<file path="config.mk">
export PLATFORM = sky130hd
export DESIGN_NAME = cra_sbr_stack
export DESIGN_NICKNAME = d
export VERILOG_FILES = /design/src/rtl/cra_pkg.sv /design/src/rtl/cra_stk_ram.sv /design/src/rtl/cra_sbr_stack.sv
export SDC_FILE = /design/constraint.sdc
export NUM_CORES = 1
export LEC_CHECK = 0
export BUFFER_PORTS_ARGS = -buffer_cell sky130_fd_sc_hd__buf_4
export CAP_MARGIN = 20
export CORE_MARGIN = 2
export CORE_UTILIZATION = 68
export CTS_BUF_LIST = sky130_fd_sc_hd__clkbuf_8
export DETAILED_ROUTE_END_ITERATION = 7
export PLACE_DENSITY = 0.95
export SLEW_MARGIN = 10
export SYNTH_ARGS = -nofsm -noshare
export SYNTH_HDL_FRONTEND = slang
export SYNTH_SLANG_ARGS = --single-unit
</file>
<file path="constraint.sdc">
create_clock -name clk_cra_h -period 7.2 [get_ports clk_cra_h]
set_clock_uncertainty 0.2 [all_clocks]
set_input_delay 1.8 -clock clk_cra_h [delete_from_list [all_inputs] [get_ports clk_cra_h]]
set_output_delay 1.8 -clock clk_cra_h [all_outputs]
set_load 0.005 [all_outputs]
</file>
<file path="src/rtl/cra_pkg.sv">
// cra_pkg: shared CRAM address width, address type and default return-stack depth.
package cra_pkg;
  localparam int ADR_W = 11;
  localparam int DEPTH = 16;
  typedef logic [ADR_W-1:0] cra_adr_t;
endpackage

</file>
<file path="src/rtl/cra_stk_ram.sv">
// cra_stk_ram: return-address storage, one synchronous write port and two asynchronous read ports.
module cra_stk_ram #(
  parameter int DEPTH = cra_pkg::DEPTH,
  parameter int ADR_W = cra_pkg::ADR_W,
  parameter int AW    = $clog2(DEPTH)
) (
  input  logic             clk,
  input  logic             we,
  input  logic [AW-1:0]    wa,
  input  logic [ADR_W-1:0] wd,
  input  logic [AW-1:0]    top_a,
  output logic [ADR_W-1:0] top_d,
  input  logic [AW-1:0]    diag_a,
  output logic [ADR_W-1:0] diag_d
);
  logic [ADR_W-1:0] mem [DEPTH];
  always_ff @(posedge clk)
    if (we) mem[wa] <= wd;
  assign top_d  = mem[top_a];
  assign diag_d = mem[diag_a];
endmodule

</file>
<file path="src/rtl/cra_sbr_stack.sv">
// cra_sbr_stack: microcode subroutine return-address stack with sticky overflow/underflow
// flags and a diagnostic read/clear path.
module cra_sbr_stack #(
  parameter int DEPTH = cra_pkg::DEPTH,
  parameter int ADR_W = cra_pkg::ADR_W
) (
  input  logic                     clk_cra_h,
  input  logic                     mr_reset_01_h,
  input  logic                     cra_call_h,
  input  logic                     cra_ret_h,
  input  logic [ADR_W-1:0]         cra_adr_h,
  output logic [ADR_W-1:0]         cra_sbr_adr_h,
  output logic                     cra_stk_empty_h,
  output logic                     cra_stk_full_h,
  output logic                     cra_stk_ovf_h,
  output logic                     cra_stk_unf_h,
  input  logic                     diag_load_func_stk_clr_l,
  input  logic                     diag_read_func_14x_l,
  input  logic [$clog2(DEPTH)-1:0] diag_sel_h,
  output logic [ADR_W+1:0]         ebus_d_e_h
);
  localparam int AW = $clog2(DEPTH);
  localparam int SW = AW + 1;
  logic [SW-1:0] sp, sp_nx;
  logic [AW-1:0] top_idx, wa;
  logic [ADR_W-1:0] top_rd, diag_rd;
  logic ovf, unf, empty, full, clr, we;
  assign clr     = ~diag_load_func_stk_clr_l;
  assign empty   = sp == '0;
  assign full    = sp == SW'(DEPTH);
  assign top_idx = AW'(sp - 1'b1);
  // call+ret on a non-empty stack rewrites the top entry in place; reset or clear drop the write
  always_comb begin
    we    = cra_call_h & (cra_ret_h | ~full) & ~clr & ~mr_reset_01_h;
    wa    = (cra_ret_h & ~empty) ? top_idx : sp[AW-1:0];
    sp_nx = clr ? '0 :
            (cra_call_h & ~cra_ret_h & ~full)  ? sp + 1'b1 :
            (cra_ret_h  & ~cra_call_h & ~empty) ? sp - 1'b1 :
            (cra_call_h & cra_ret_h & empty)    ? SW'(1) : sp;
  end
  always_ff @(posedge clk_cra_h or posedge mr_reset_01_h)
    if (mr_reset_01_h) begin
      sp  <= '0;
      ovf <= 1'b0;
      unf <= 1'b0;
    end else begin
      sp  <= sp_nx;
      ovf <= ~clr & (ovf | (cra_call_h & ~cra_ret_h & full));
      unf <= ~clr & (unf | (cra_ret_h & empty));
    end
  cra_stk_ram #(.DEPTH(DEPTH), .ADR_W(ADR_W), .AW(AW)) u_ram (
    .clk(clk_cra_h), .we(we), .wa(wa), .wd(cra_adr_h),
    .top_a(top_idx), .top_d(top_rd),
    .diag_a(diag_sel_h), .diag_d(diag_rd)
  );
  assign cra_sbr_adr_h   = empty ? '0 : top_rd;
  assign cra_stk_empty_h = empty;
  assign cra_stk_full_h  = full;
  assign cra_stk_ovf_h   = ovf;
  assign cra_stk_unf_h   = unf;
  assign ebus_d_e_h      = diag_read_func_14x_l ? '0 : {ovf, unf, diag_rd};
endmodule

</file>
==> results of run 1 <==
-- metrics by stage --
stage | instances | total power [mW] | area (µm²)
after floorplan | 551 | 2.121 | 9175
after global placement | 746 | 2.468 | 9673
after detailed placement | 746 | 2.515 | 9673
after CTS | 778 | 3.197 | 10080
after global routing | 782 | 3.338 | 10120
final | 782 | 3.225 | 10120
-- layout make-up --
| type | instances | area share |
|---|---|---|
| well taps | 176 | 0.02176 |
| multi-input cells | 317 | 0.3447 |
| clock inverters | 15 | 0.01669 |
| clock buffers | 17 | 0.02312 |
| flip-flops and latches | 183 | 0.5399 |
| inverters | 8 | 0.003461 |
| repair buffers | 66 | 0.05044 |
-- worst max-delay path by stage --
stage / end / slack (ns) / depth (start not counted)
final: ebus_d_e_h[5] / 1.29 / 6
after detailed placement: ebus_d_e_h[9] / 1.45 / 6
after global routing: ebus_d_e_h[6] / 1.25 / 6
after global placement: ebus_d_e_h[6] / 1.54 / 6
after floorplan: ebus_d_e_h[0] / 2.13 / 4
after CTS: ebus_d_e_h[5] / 1.40 / 6
-- cell families (layout without fill, tap and decap cells) --
kind of cell    Yosys count  after routing
mux                     129            129
simple gates             98             98
xor+xnor                  2              2
compound gates           85             85
flops                   183            183
fa+ha+maj                 3              3
buf+inv                  51            106
-- cells in the mapped netlist, drive strengths merged, types with 9 or more instances --
cell / instances
buf: 26
o22ai: 13
mux2i: 43
edfxtp: 176
nand3: 9
o21ai: 11
mux2: 14
nand2: 26
a32oi: 9
mux4: 72
clkbuf: 17
nor2b: 13
nor2: 21
a211oi: 9
-- state kept, by name, indices dropped and copies added, names as in the netlist --
signal	flops
u_ram.mem	176
sp	5
cra_stk_ovf_h	1
cra_stk_unf_h	1
-- power groups by stage --
| stage | combinational, mW | clock (mW) | sequential (mW) |
|---|---|---|---|
| 2_1_floorplan | 0.875 | 0 | 1.25 |
| 3_3_place_gp | 1.18 | 0 | 1.29 |
| 3_5_place_dp | 1.22 | 0 | 1.29 |
| 4_1_cts | 1.23 | 0.698 | 1.27 |
| 5_1_grt | 1.33 | 0.736 | 1.28 |
| 6_report | 1.26 | 0.694 | 1.27 |
-- tightest hold or removal path, delay by kind of cell (launching register included) --
| kind | cells | cell delay (ns) |
|---|---|---|
| simple gates | 1 | 0.08 |
| flops | 1 | 0.37 |
| compound gates | 1 | 0.05 |
-- routing by layer --
metal  routed length, µm  vias to the layer above  global-route usage  part of all wire
met1                7550                     3002              0.4358              0.33
met5                   0                        -                   0                 0
li1                    -                     2388                   -                 -
met2               11470                      537              0.5352              0.50
met3                2976                      103             0.08413              0.13
met4                 993                        0              0.1551             0.043
==> impl_metrics.json, run 1 <==
{
  "drt-initial-drc-count": 844,
  "coreArea_um2": 13190,
  "hold_viol": 0,
  "die-area_um2": 14440,
  "row_count": 42,
  "start_util": 0.6956,
  "layout-drive-gt1-share": 0.3465,
  "netlist_top_cells_area": "edfxtp_1 58%, mux4_2 18%, mux2i_1 4.7%",
  "wire_per_inst_um": 29.40,
  "cp_cell_sequence": "buf_4, nor2_1, nand2_1, a32oi_1, o211ai_1, buf_4",
  "syn_nets": 575,
  "critPathSlowestCell": "nor2_1",
  "hold_path.class": "reg -> reg",
  "post-route-min-period_ns": 5.915,
  "nets": 617,
  "min_to": "cra_stk_unf_h",
  "grt_pass1_wl_mm": 34.64,
  "status": "finished, final reports clean",
  "postLayoutCoreUtil": 0.7673,
  "cts_hold_buffers": 0,
  "p_int_mw": 2.106,
  "cp_common_cell": "buf_4",
  "die_x_um": 120.2,
  "hold_ws_ns": 0.3334,
  "numCtsBuffers": 17,
  "synth_mux_area_frac": 0.2408,
  "cp-startpoint": "diag_sel_h[1]",
  "rsz0062_at_grt": "false",
  "synth_top_area_share": 0.5760,
  "pre_cts_slack_ns": 1.450,
  "insertion_delay_ns": 0.46,
  "dp_hpwl_mm": 14.09,
  "final_cell_mix": "176 x edfxtp_1, 72 x mux4_2, 62 x buf_4, 42 x mux2i_1, 25 x nand2_1",
  "p_leak_nw": 3.266,
  "p_switching_mw": 1.118,
  "vias": 6030,
  "post_cts_resized": 0,
  "r2r_slack_ns": 3.24,
  "antenna-diode-count": 0,
  "wl_mm": 22.99,
  "hold_depth": 2,
  "clock_path_buffers": 2,
  "r2r_start": "sp[0]",
  "max_slew_margin": 0.2217,
  "multi_input_area_um2": 3488,
  "antenna_left": 0,
  "critPathBufInv": 2,
  "critPathKind": "in -> out",
  "grt_remaining_overflow": 0,
  "cts_tree": "done",
  "crit_fanout": 47,
  "ios": 49,
  "synthAdderAreaFrac": 0.004091,
  "cpPeakStageDelay_ns": 0.95,
  "drv_slew": 0,
  "synth_edf_count": 176,
  "die_y_um": 120.2,
  "port_buffers": 48,
  "cts.sinks": 183,
  "worst_pin_slew_ns": 1.145,
  "yosys.area.top_type": "edfxtp_1",
  "gp_congestion": 0.8538,
  "fmax_mhz": 169.1,
  "viasPerCell": 7.711,
  "fin_crit_sh": 0.8215,
  "rr_endpoint": "u_ram.mem[7][5]",
  "root_buffer": "clkbuf_8",
  "fillCellCount": 676,
  "arrival_ns": 3.91,
  "drc": 0,
  "clk_pin_slew_worst_paths_ns": 0.08,
  "seq_power_share": 0.394,
  "yosys.area_share.simple": 0.05700,
  "p_clk_frac": 0.215,
  "synth_compound_area_frac": 0.07132,
  "synthCells": 551,
  "synthFlopType": "edfxtp_1",
  "mappedNetlistArea_um2": 9175,
  "final_common_cell": "edfxtp_1",
  "grtUsageTotal": 0.3338,
  "synth_cell_type_count": 58,
  "area_growth_pct": 10.31,
  "crit_family": "simple AND/OR/NAND/NOR gates",
  "finalSetupTns_ns": 0,
  "grt_pass1_vias": 6012,
  "ys.warnings.count": 0,
  "htree_levels": 4,
  "vdd_drop_max_mv": 0.2035,
  "end_kind": "output pin",
  "ys_seq_area_frac": 0.5951,
  "combPwrFrac": 0.391,
  "firstDrtPassIters": 5,
  "post_cts_buffers": 0,
  "setup_viol": 0,
  "ys_ff_latch": 183,
  "worstHoldStart": "cra_stk_unf_h",
  "synth_top_family_by_area": "multiplexers",
  "seqCellArea_um2": 5464,
  "synth_async_sr_flop_share": 0.03825,
  "ff2ff_path_depth": 7,
  "antenna_found_initial": 0,
  "synth_xor_area_frac": 0.001909,
  "grt_max_degree": 52,
  "worstPathRequired_ns": 5.20,
  "switching_share": 0.3468,
  "setup_slack_ns": 1.285,
  "worst_setup_path_start_kind": "input pin",
  "p_per_area_nw_per_um2": 318.6,
  "maxCapViolCount": 0,
  "synth.avg_cell_area_um2": 16.65
}
Power figures use the tool's default switching activity.
==> run 2: changes to the inputs <==
--- a/config.mk
+++ b/config.mk
@@ -8,10 +8,10 @@
 export BUFFER_PORTS_ARGS = -buffer_cell sky130_fd_sc_hd__buf_4
 export CAP_MARGIN = 20
 export CORE_MARGIN = 2
-export CORE_UTILIZATION = 68
+export CORE_UTILIZATION = 64
 export CTS_BUF_LIST = sky130_fd_sc_hd__clkbuf_8
 export DETAILED_ROUTE_END_ITERATION = 7
-export PLACE_DENSITY = 0.95
+export PLACE_DENSITY = 0.94
 export SLEW_MARGIN = 10
 export SYNTH_ARGS = -nofsm -noshare
 export SYNTH_HDL_FRONTEND = slang
==> constraint.sdc (replaced) <==
create_clock -name clk_cra_h -period 5.89 [get_ports clk_cra_h]
set_clock_uncertainty 0.2 [all_clocks]
set_input_delay 1.4725 -clock clk_cra_h [delete_from_list [all_inputs] [get_ports clk_cra_h]]
set_output_delay 1.4725 -clock clk_cra_h [all_outputs]
set_load 0.005 [all_outputs]
==> run 2 against run 1 <==
Via count fell by 1.9%; final cell count grew 0.64%; non-clock buffer count increased by 3; hold slack gained 0.055 ns; utilization is 4.5 points lower; wire length is 1.4% lower; sequential power rose by 20%; clock power up 3.6%; power is 19% higher.
==> impl_metrics.json, run 2 (synthesis gave the netlist of run 1 again) <==
{
  "drc": 0,
  "seqCellArea_um2": 5464,
  "viasPerCell": 7.520,
  "dp.cells": 755,
  "crit_family": "adder cells",
  "gp_congestion": 0.8453,
  "fin_cells": 787,
  "post_cts_resized": 0,
  "status": "finished, final reports clean",
  "post_cts_buffers": 0,
  "cts.sinks": 183,
  "hold_viol": 0,
  "final_common_cell": "edfxtp_1",
  "dp_hpwl_mm": 14.16,
  "coreArea_um2": 13930,
  "nets": 620,
  "max_slew_margin": 0.2078,
  "layout-drive-gt1-share": 0.3394,
  "cts_hold_buffers": 0,
  "antenna-diode-count": 0,
  "die_y_um": 123.7,
  "root_buffer": "clkbuf_8",
  "critPathKind": "reg -> out",
  "p_clk_frac": 0.188,
  "cp_cell_sequence": "inv_1, ha_2, buf_4, mux4_2, mux2i_1, o22ai_1, buf_4",
  "cp_common_cell": "buf_4",
  "end_kind": "output pin",
  "p_leak_nw": 3.267,
  "vias": 5918,
  "p_int_mw": 2.489,
  "pre_cts_slack_ns": 0.7832,
  "cts_tree": "done",
  "die_x_um": 123.7,
  "drv_slew": 0,
  "crit_fanout": 35,
  "hold_path.class": "reg -> reg",
  "setup_viol": 0,
  "antenna_found_initial": 0,
  "insertion_delay_ns": 0.46,
  "worst_pin_slew_ns": 1.184,
  "placed_cell_area_um2": 9709,
  "fmax_mhz": 192.1,
  "grt_remaining_overflow": 0,
  "critPathSlowestCell": "ha_2",
  "cpPeakStageDelay_ns": 0.96,
  "post-route-min-period_ns": 5.205,
  "grtUsageTotal": 0.3177,
  "switching_share": 0.3493,
  "fillCellCount": 789,
  "worstPathRequired_ns": 4.22,
  "final_cell_mix": "176 x edfxtp_1, 72 x mux4_2, 68 x buf_4, 43 x mux2i_1, 25 x nand2_1",
  "firstDrtPassIters": 6,
  "p_per_area_nw_per_um2": 380.0,
  "biggestRegsByFlops": "u_ram.mem (176), sp (5)",
  "vdd_drop_max_mv": 0.1920,
  "wl_mm": 22.66,
  "rsz0062_at_grt": "false",
  "row_count": 43,
  "numCtsBuffers": 17,
  "multi_input_area_um2": 3482,
  "area_growth_pct": 9.709,
  "drt-initial-drc-count": 981,
  "finalSetupTns_ns": 0,
  "largest_register": "u_ram.mem",
  "largest_reg_flops": 176,
  "critPathBufInv": 3,
  "clock_path_buffers": 2,
  "grt_pass1_wl_mm": 34.58,
  "clk_pin_slew_worst_paths_ns": 0.09,
  "ios": 49,
  "maxCapViolCount": 0,
  "postLayoutCoreUtil": 0.7224,
  "grt_max_degree": 59,
  "port_buffers": 48,
  "seq_power_share": 0.400,
  "fin_crit_sh": 0.8837,
  "p_switching_mw": 1.336,
  "wire_per_inst_um": 28.80,
  "p_total_mw": 3.825,
  "die-area_um2": 15310,
  "grt_pass1_vias": 5997,
  "setup_slack_ns": 0.6851,
  "arrival_ns": 3.53,
  "start_util": 0.6584,
  "worst_setup_path_start_kind": "flop",
  "hold_ws_ns": 0.3884,
  "antenna_left": 0,
  "combPwrFrac": 0.412,
  "final_area_um2": 10070,
  "htree_levels": 4
}
## run 2: final timing paths
check / startpoint / to / slack, ns / cells past startpoint
worst min-delay path: cra_stk_unf_h / cra_stk_unf_h / 0.39 / 2
max in group asynchronous: mr_reset_01_h / sp[0] / 4.47 / 2
worst min register to register: cra_stk_unf_h / cra_stk_unf_h / 0.39 / 2
min in group asynchronous: mr_reset_01_h / sp[2] / 0.76 / 2
worst max register to register: sp[1] / u_ram.mem[6][6] / 2.02 / 8
worst max-delay path: sp[1] / cra_sbr_adr_h[8] / 0.69 / 7
## run 2: power by group through the flow
stage	Sequential [mW]	Clock, mW	Combinational [mW]
final	1.53	0.719	1.58
after global routing	1.53	0.759	1.66
after CTS	1.53	0.722	1.54
after detailed placement	1.55	0	1.52
after global placement	1.55	0	1.47
after floorplan	1.52	0	1.07
## run 2: layout make-up
type,count,area share
clock buffers,17,0.02324
clock inverters,13,0.008701
inverters,8,0.003480
multi-input cells,317,0.3459
flip-flops and latches,183,0.5428
well taps,180,0.02237
repair buffers,69,0.05345
## run 2: per-layer routing
metal	GRT usage	vias up	part of all wire
li1	-	2392	-
met1	0.4084	2923	0.34
met2	0.5045	502	0.50
met3	0.08242	101	0.11
met4	0.1655	0	0.047
met5	0	-	0
## run 2: tightest hold or removal path, delay by kind of cell (launching register included)
kind | cells | cell delay, ns
simple gates | 1 | 0.10
compound gates | 1 | 0.07
flops | 1 | 0.38
